===== src/rtl/serial_pkg.sv =====
// Shared definitions for the serial byte link (transmitter and receiver).
package serial_pkg;

  localparam int BYTE_W       = 8;
  localparam int BUSY_TIMEOUT = 4;
  localparam int BIT_IDX_W    = $clog2(BYTE_W);
  localparam int TOUT_W       = $clog2(BUSY_TIMEOUT);

  typedef enum logic [2:0] {
    IDLE,
    START,
    SEND,
    WAIT_BUSY,
    WAIT_FREE
  } state_t;

endpackage


===== src/rtl/serializador_tx.sv =====
// Byte-to-serial transmitter: one-byte holding buffer, 9-cycle framed strobe
// (arming cycle + 8 LSB-first bits), then a handshake on the receiver busy flag.
module serializador_tx
  import serial_pkg::*;
(
  input  logic              clock_100KHz,
  input  logic              reset,
  input  logic [BYTE_W-1:0] byte_in,
  input  logic              byte_valid,
  output logic              byte_ready,
  input  logic              status_in,
  output logic              write_out,
  output logic              data_out,
  output logic              busy_out,
  output logic [7:0]        bytes_sent,
  output logic              timeout_flag
);

  localparam logic [BIT_IDX_W-1:0] LAST_BIT  = BIT_IDX_W'(BYTE_W - 1);
  localparam logic [TOUT_W-1:0]    LAST_TOUT = TOUT_W'(BUSY_TIMEOUT - 1);

  state_t                state, state_nxt;
  logic                  holding_full;
  logic [BYTE_W-1:0]     holding_reg;
  logic [BYTE_W-1:0]     shift_reg;
  logic [BIT_IDX_W-1:0]  bit_idx, bit_nxt, bit_inc;
  logic [TOUT_W-1:0]     tout_cnt, tout_nxt;
  logic                  write_nxt, data_nxt;
  logic                  accept, load, frame_done, timeout_hit;

  assign byte_ready = ~holding_full;
  assign busy_out   = (state != IDLE) | holding_full;
  assign accept     = byte_valid & ~holding_full;
  assign bit_inc    = bit_idx + BIT_IDX_W'(1);

  // write_out/data_out are registered from the next-state decode, so they
  // line up cycle-for-cycle with START/SEND without a combinational path.
  always_comb begin
    state_nxt   = state;
    bit_nxt     = bit_idx;
    tout_nxt    = tout_cnt;
    write_nxt   = 1'b0;
    data_nxt    = 1'b0;
    load        = 1'b0;
    frame_done  = 1'b0;
    timeout_hit = 1'b0;
    case (state)
      IDLE: begin
        if (holding_full && !status_in) begin
          load      = 1'b1;
          state_nxt = START;
          write_nxt = 1'b1;
        end
      end
      START: begin
        state_nxt = SEND;
        bit_nxt   = '0;
        write_nxt = 1'b1;
        data_nxt  = shift_reg[0];
      end
      SEND: begin
        if (bit_idx == LAST_BIT) begin
          state_nxt  = WAIT_BUSY;
          frame_done = 1'b1;
          tout_nxt   = '0;
        end else begin
          bit_nxt   = bit_inc;
          write_nxt = 1'b1;
          data_nxt  = shift_reg[bit_inc];
        end
      end
      WAIT_BUSY: begin
        if (status_in) begin
          state_nxt = WAIT_FREE;
        end else if (tout_cnt == LAST_TOUT) begin
          timeout_hit = 1'b1;
          state_nxt   = IDLE;
        end else begin
          tout_nxt = tout_cnt + TOUT_W'(1);
        end
      end
      WAIT_FREE: begin
        if (!status_in) state_nxt = IDLE;
      end
      default: state_nxt = IDLE;
    endcase
  end

  always_ff @(posedge clock_100KHz) begin
    if (!reset) begin
      state        <= IDLE;
      write_out    <= 1'b0;
      data_out     <= 1'b0;
      holding_full <= 1'b0;
      bit_idx      <= '0;
      tout_cnt     <= '0;
      bytes_sent   <= '0;
      timeout_flag <= 1'b0;
    end else begin
      state     <= state_nxt;
      write_out <= write_nxt;
      data_out  <= data_nxt;
      bit_idx   <= bit_nxt;
      tout_cnt  <= tout_nxt;
      // accept needs an empty buffer and load needs a full one: never both
      if (accept) holding_full <= 1'b1;
      else if (load) holding_full <= 1'b0;
      if (frame_done) bytes_sent <= bytes_sent + 8'd1;
      if (timeout_hit) timeout_flag <= 1'b1;
    end
  end

  // Byte storage carries no reset; validity lives in holding_full and state.
  always_ff @(posedge clock_100KHz) begin
    if (accept) holding_reg <= byte_in;
    if (load) shift_reg <= holding_reg;
  end

endmodule


===== config.mk =====
export PLATFORM = sky130hd
export DESIGN_NAME = serializador_tx
export DESIGN_NICKNAME = d
export VERILOG_FILES = /design/src/rtl/serial_pkg.sv /design/src/rtl/serializador_tx.sv
export SDC_FILE = /design/constraint.sdc
export NUM_CORES = 1
export LEC_CHECK = 0
export BUFFER_PORTS_ARGS = -buffer_cell sky130_fd_sc_hd__buf_2
export CAP_MARGIN = 20
export CORE_MARGIN = 1
export CORE_UTILIZATION = 46
export CTS_CLUSTER_SIZE = 28
export DETAILED_ROUTE_END_ITERATION = 6
export PLACE_DENSITY_LB_ADDON = 0.12
export RECOVER_POWER = 25
export SYNTH_ARGS = -nofsm -noshare
export SYNTH_HDL_FRONTEND = slang
export SYNTH_SLANG_ARGS = --single-unit
export TNS_END_PERCENT = 30

===== constraint.sdc =====
create_clock -name clock_100KHz -period 4.09 [get_ports clock_100KHz]
set_input_delay 0.2045 -clock clock_100KHz [delete_from_list [all_inputs] [get_ports clock_100KHz]]
set_output_delay 0.2045 -clock clock_100KHz [all_outputs]
set_load 0.02 [all_outputs]

==> run_results.csv, run 1 <==
group,metric,value,unit
hold_path,min_to,"holding_reg[0]",
clock_network,h-tree-depth,2,
synthesis,muxShareOfSynthArea,3.65,%
placement,io_buffers,24,
synthesis,synth_warnings,0,
hold_path,hold_start,"byte_in[0]",
synthesis,synth_fa_ha_area_share,3.17,%
final_layout,fillCellCount,305,
floorplan,initial_core_util,50.0,%
floorplan,die_y,60.5,um
clock_network,cts_tree,"done",
timing,report.final.slew_viol_count,0,
setup_path,start_kind,"flip-flop",
global_route,grt_pass1_vias,984,
global_route,grt_max_degree,22,
final_layout,area_delta_synth_final,12.1,%
synthesis,synth_seq_area_share,55.9,%
placement,gp_congestion,0.758,
setup_path,reg2reg_to,"bytes_sent[7]",
synthesis,synth_compound_area_share,8.25,%
floorplan,die_area,3670,um^2
final_layout,seq_area,881,um^2
route,drt-vias-per-instance,5.25,
synthesis,async_flop_share,0,%
route,first_pass_iters,4,
setup_path,worstPathMaxFanout,7,
clock_network,post_cts_resized,0,
clock_network,cts_root_buf,"clkbuf_4",
synthesis,yosysTopAreaCell,"edfxtp_1",
power_and_ir_drop,powerDensity,357,nW/um^2
setup_path,endpoint_kind,"flip-flop",
synthesis,netlist_top_cells_count,"dfxtp_1, edfxtp_1, nand2_1",
synthesis,synth-simple-area-share,21.5,%
final_layout,drive_above_1_share,23.1,%
hold_path,min_path_type,"in2reg",
synthesis,syn_inst,134,
route,drc,0,
route,drtIter0Drc,69,
timing,fin_crit,2.03,ns
synthesis,yosysUniqueCellTypes,41,
clock_network,clkTransAtPathRegs,0.12,ns
synthesis,synthTopCellsByArea,"edfxtp_1, dfxtp_1, ha_1",
global_route,grt-ovfl-total,0,
synthesis,syn_area,1580,um^2
global_route,grt_pass1_wl,4530,um
synthesis,synth.top_cell.area_share,30.5,%
clock_network,holdBufCountCts,0,
timing,finClkSkew,0.00814,ns
synthesis,yosysMostFrequentCell,"dfxtp_1",
route,drtAntennaViolNets,0,
global_route,antenna_found_initial,0,
power_and_ir_drop,power_frac_comb,6.1,%
timing,fin_setup_tns,0,ns
route,num_vias,1072,
job,drv_cap,0,
timing,fin_hold_ws,0.0261,ns
power_and_ir_drop,p_sw,157,uW
power_and_ir_drop,ir_worst_vdd,0.210,mV
synthesis,ys.flop_type,"dfxtp_1",
final_layout,nets,175,
global_route,track_usage,17.7,%
floorplan,dieWidth,60.5,um
synthesis,synth_top_family_by_area,"simple AND/OR/NAND/NOR gates",
clock_network,cts_made_buffers,5,
timing,max_clock_freq,493,MHz
route,routedWlPerCell,13.3,um
synthesis,avgSynthCellArea,11.8,um^2
setup_path,crit_type,"reg2reg",
route,drt-total-wl,2710,um
synthesis,syn_nets,150,
final_layout,antenna_cells,0,
clock_network,clock-sinks,36,
synthesis,yosys.area_share.xor_xnor,3.89,%
timing,finalSetupViolations,0,
power_and_ir_drop,leakagePower,0.714,nW
power_and_ir_drop,intPower,473,uW
hold_path,worstHoldPathCells,1,
power_and_ir_drop,pwr-share-seq,62.7,%
power_and_ir_drop,pwr-share-clk,31.2,%
floorplan,fp-row-count,20,
setup_path,critical_path_arrival,2.29,ns
setup_path,r2r_start,"bit_idx[0]",
timing,min_period_over_period,49.6,%
synthesis,synth-edff-count,16,
timing,grt_setup_unrepaired,"false",
floorplan,core-area,3150,um^2
power_and_ir_drop,swShare,24.9,%
clock_network,cts_buffer_depth,2,
timing,tightest_slew,0.665,ns
clock_network,cts_setup_buffers,0,
clock_network,clk_latency,0.35,ns
timing,slew_headroom,55.6,%
timing,hold_viol,0,
setup_path,r2r_cells,6,
final_layout,multi_input_area,638,um^2
setup_path,worstPathRequired,4.35,ns
floorplan,io_pins,25,
placement,hpwl,1860,um
setup_path,reg2reg_slack,2.06,ns
status,status,"finished clean",
synthesis,ys_ff_latch,36,
## metrics by stage
stage	instance area, um^2	utilization (%)	std cells	power (mW)	worst slack [ns]
2_1_floorplan	1580	-	134	0.429	2.41
3_3_place_gp	1710	54.1	196	0.441	2.20
3_5_place_dp	1710	54.1	196	0.442	2.10
4_1_cts	1770	56.0	204	0.639	2.06
5_1_grt	1770	56.0	204	0.657	1.85
6_report	1770	56.0	204	0.630	2.06
## worst max-delay path by stage
stage,start,end,slack (ns),cells past startpoint
final,bit_idx[0],bytes_sent[7],2.06,6
after global routing,bit_idx[0],bytes_sent[6],1.85,6
after CTS,bit_idx[0],bytes_sent[7],2.06,6
after detailed placement,bit_idx[0],bytes_sent[7],2.10,6
after global placement,bit_idx[0],bytes_sent[7],2.20,6
after floorplan,bit_idx[0],bit_idx[1],2.41,6
## power by group through the flow
| stage | Sequential, mW | Clock, mW | Combinational [mW] |
|---|---|---|---|
| 6_report | 0.395 | 0.197 | 0.0386 |
| 5_1_grt | 0.397 | 0.217 | 0.0429 |
| 4_1_cts | 0.395 | 0.204 | 0.0389 |
| 3_5_place_dp | 0.403 | 0 | 0.0387 |
| 3_3_place_gp | 0.403 | 0 | 0.0380 |
| 2_1_floorplan | 0.401 | 0 | 0.0274 |
## per-layer routing
metal	up-vias	share of wire [%]	global-route usage [%]	wire length, um
met5	-	0	0	0
met4	0	1.8	8.77	48
met3	4	6.5	7.68	175
met2	28	46	25.9	1250
met1	508	46	22.4	1240
li1	532	-	-	-
## area by class of cell
type,count,area share (%)
tap,44,3.12
sequential,36,49.9
clock inverter,3,1.35
clock buffer,5,2.12
multi-input combinational,89,36.1
timing repair buffer,24,6.80
inverter,3,0.637
## cell families (layout without fill, tap and decap cells)
kind of cell	after synthesis	after routing
flip-flops	36	36
adder cells (fa/ha/maj)	4	4
XOR/XNOR	7	7
AND/OR/NAND/NOR	57	57
AO/OA/AOI/OAI	17	17
multiplexers	4	4
buffers and inverters	9	35
## worst max-delay path: stages, from the launching register on
cell	delay (ns)
dfxtp_1	0.46
ha_1	0.21
ha_1	0.27
nand4bb_1	0.39
nor4_4	0.37
xor2_1	0.09
and2_1	0.16
## cells in the final DEF, fill, tap and decap left out, drive strengths merged, types with 2 or more instances in the layout
cell type,count
dfxtp,20
buf,24
inv,3
nor2,8
nor3,2
a21boi,4
o21ai,3
ha,4
clkbuf,5
mux2i,2
xor2,3
nand2,11
nor3b,2
nor2b,6
a21oi,3
edfxtp,16
nand4,3
and2,7
nand3,5
a2111oi,2
nor4,2
clkinvlp,2
xnor2,4
and3,4
(Power assumes the default switching activity.)
==> run 2, diff against run 1 <==
- ABC_AREA: unset -> 1
- clock period: 4.09 -> 2 ns (I/O delays scaled with it)
==> run 2 against run 1 <==
Register-to-register slack worse by 1.6 ns. Clock skew decreased by 0.0014 ns. Critical path depth up 3. Synthesized cell count is 41% higher.
==> run_results.csv, run 2 <==
group,metric,value,unit
final_layout,nets,244,
route,num_vias,1304,
setup_path,reg2reg_to,"bytes_sent[5]",
setup_path,worstPathMaxFanout,9,
synthesis,ys.flop_type,"dfxtp_1",
setup_path,reg2reg_slack,0.41,ns
synthesis,yosysUniqueCellTypes,31,
route,drtIter0Drc,57,
global_route,antenna_found_initial,0,
clock_network,clock-sinks,36,
hold_path,min_path_type,"in2reg",
global_route,grt-ovfl-total,0,
setup_path,endpoint_kind,"flip-flop",
final_layout,final-instance-count-excl-fill,275,
setup_path,critical_path_arrival,1.77,ns
synthesis,synth-simple-area-share,28.6,%
route,routedWlPerCell,11.2,um
synthesis,syn_inst,189,
placement,pre_cts_ws,0.424,ns
synthesis,synth.top_cell.area_share,28.4,%
floorplan,fp-row-count,21,
hold_path,hold_start,"byte_valid",
setup_path,start_kind,"flip-flop",
clock_network,clk_latency,0.29,ns
power_and_ir_drop,leakagePower,0.885,nW
synthesis,synth-edff-count,16,
global_route,grt_pass1_wl,5420,um
power_and_ir_drop,power,2.33,mW
synthesis,syn_area,1690,um^2
synthesis,yosysTopAreaCell,"edfxtp_1",
setup_path,slowest_delay,0.46,ns
power_and_ir_drop,swShare,38.0,%
synthesis,synth_fa_ha_area_share,2.96,%
clock_network,cts_setup_buffers,0,
timing,hold_viol,0,
power_and_ir_drop,pwr-share-seq,42.3,%
route,first_pass_iters,4,
final_layout,antenna_cells,0,
final_layout,final_common_cell,"nand2_1",
setup_path,cp_cell_sequence,"ha_1 -> ha_1 -> inv_1 -> nor2_4 -> nand2_2 -> nor2_2 -> nand2_1 -> nand2_1 -> nor2_1",
synthesis,synth_warnings,0,
placement,gp_congestion,0.863,
setup_path,crit_type,"reg2reg",
floorplan,initial_core_util,49.1,%
hold_path,min_to,"holding_full",
power_and_ir_drop,ir_worst_vdd,0.537,mV
final_layout,final_cell_mix,"nand2_1, buf_2, inv_1",
clock_network,cts_made_buffers,5,
power_and_ir_drop,power_frac_comb,35.6,%
global_route,track_usage,17.9,%
hold_path,worstHoldPathCells,3,
route,drtAntennaViolNets,0,
setup_path,r2r_cells,9,
clock_network,cts_buffer_depth,2,
timing,min_period_over_period,79.3,%
timing,fin_setup_tns,0,ns
power_and_ir_drop,pwr-share-clk,22.1,%
floorplan,io_pins,25,
timing,finalSetupViolations,0,
synthesis,yosysMostFrequentCell,"nand2_1",
timing,tightest_slew,0.638,ns
synthesis,ys_ff_latch,36,
clock_network,h-tree-depth,2,
synthesis,synthTopCellsByArea,"edfxtp_1, dfxtp_1, nand2_1",
synthesis,muxShareOfSynthArea,0,%
synthesis,synth_compound_area_share,8.80,%
power_and_ir_drop,p_sw,885,uW
floorplan,die_y,62.6,um
synthesis,async_flop_share,0,%
floorplan,core-area,3440,um^2
synthesis,netlist_top_cells_count,"nand2_1, inv_1, nor2_1",
route,drt-vias-per-instance,4.74,
clock_network,cts_tree,"done",
synthesis,yosys.area_share.xor_xnor,0.518,%
floorplan,dieWidth,62.6,um
synthesis,synth_top_family_by_area,"simple AND/OR/NAND/NOR gates",
route,drc,0,
final_layout,drive_above_1_share,26.2,%
final_layout,area_delta_synth_final,20.5,%
timing,grt_setup_unrepaired,"false",
route,drt-total-wl,3080,um
global_route,grt_pass1_vias,1278,
timing,setup_ws,0.413,ns
synthesis,syn_nets,205,
timing,slew_headroom,57.3,%
setup_path,cpMaxStageDelayCell,"dfxtp_1",
placement,dp.cells,259,
clock_network,cts_root_buf,"clkbuf_8",
timing,max_clock_freq,630,MHz
global_route,grt_max_degree,14,
clock_network,clkTransAtPathRegs,0.08,ns
timing,fin_crit,1.59,ns
setup_path,worstPathRequired,2.19,ns
power_and_ir_drop,powerDensity,1140,nW/um^2
job,drv_cap,0,
status,status,"finished clean",
timing,finClkSkew,0.00679,ns
final_layout,utilization,59.2,%
setup_path,r2r_start,"bit_idx[0]",
synthesis,synth_seq_area_share,52.1,%
placement,io_buffers,24,
placement,hpwl,2280,um
timing,report.final.slew_viol_count,0,
power_and_ir_drop,intPower,1.44,mW
floorplan,die_area,3920,um^2
synthesis,avgSynthCellArea,8.95,um^2
run 2: cells by family (layout without fill, tap and decap cells):
logic type,Yosys count,count (layout)
AOI/OAI and AO/OA,23,23
xor gates and xnor gates,1,1
and+or+nand+nor,95,95
DFF,36,36
buffers and inverters,30,70
adders and majority gates,4,4
run 2: per-layer routing:
layer | GRT usage (%) | part of all wire (%)
met5 | 0 | 0
met1 | 21.0 | 47
met2 | 31.0 | 48
met4 | 7.27 | 0.97
met3 | 4.38 | 3.2
run 2: cell type report:
type | count | area (um^2)
Tap cell | 46 | 57.6
Clock buffer | 5 | 68.8
Sequential cell | 36 | 881
Inverter | 29 | 109
Fill cell | 297 | 1400
Multi-Input combinational cell | 123 | 691
Timing Repair Buffer | 33 | 208
Clock inverter | 3 | 23.8
run 2: power by group through the flow:
stage / Clock [mW] / Combinational (mW) / Sequential [mW]
3_3_place_gp: 0 / 0.798 / 0.994
5_1_grt: 0.555 / 0.934 / 0.996
6_report: 0.515 / 0.830 / 0.985
2_1_floorplan: 0 / 0.653 / 0.995
3_5_place_dp: 0 / 0.823 / 1.00
4_1_cts: 0.526 / 0.837 / 0.984
run 2: worst max-delay path by stage:
stage / start / to / slack (ns) / cells past startpoint
floorplan: state[2] / shift_reg[0] / 0.38 / 3
global placement: bit_idx[0] / bytes_sent[5] / 0.51 / 9
detailed placement: bit_idx[0] / bytes_sent[5] / 0.42 / 9
CTS: bit_idx[0] / bytes_sent[5] / 0.42 / 9
global route: bit_idx[0] / bytes_sent[5] / 0.24 / 9
finish: bit_idx[0] / bytes_sent[5] / 0.41 / 9
run 2: what timing repair did:
item                                   4_1_cts  5_1_grt
resized for setup                            0        0
endpoints found under the hold margin        8        0
hold buffers                                 8        0
run 2: per-stage QoR:
stage | hold slack (ns) | cell area [um^2]
CTS | 0.0882 | 2040
global route | 0.109 | 2040
floorplan | 0.199 | 1690
finish | 0.0883 | 2040
global placement | 0.276 | 1870
detailed placement | 0.279 | 1870
run 2: worst max-delay path: cells and delay by family (launching register included):
family	cells	cell delay (ns)
and+or+nand+nor	6	0.60
DFF	1	0.46
adders and majority gates	2	0.32
buffers and inverters	1	0.09
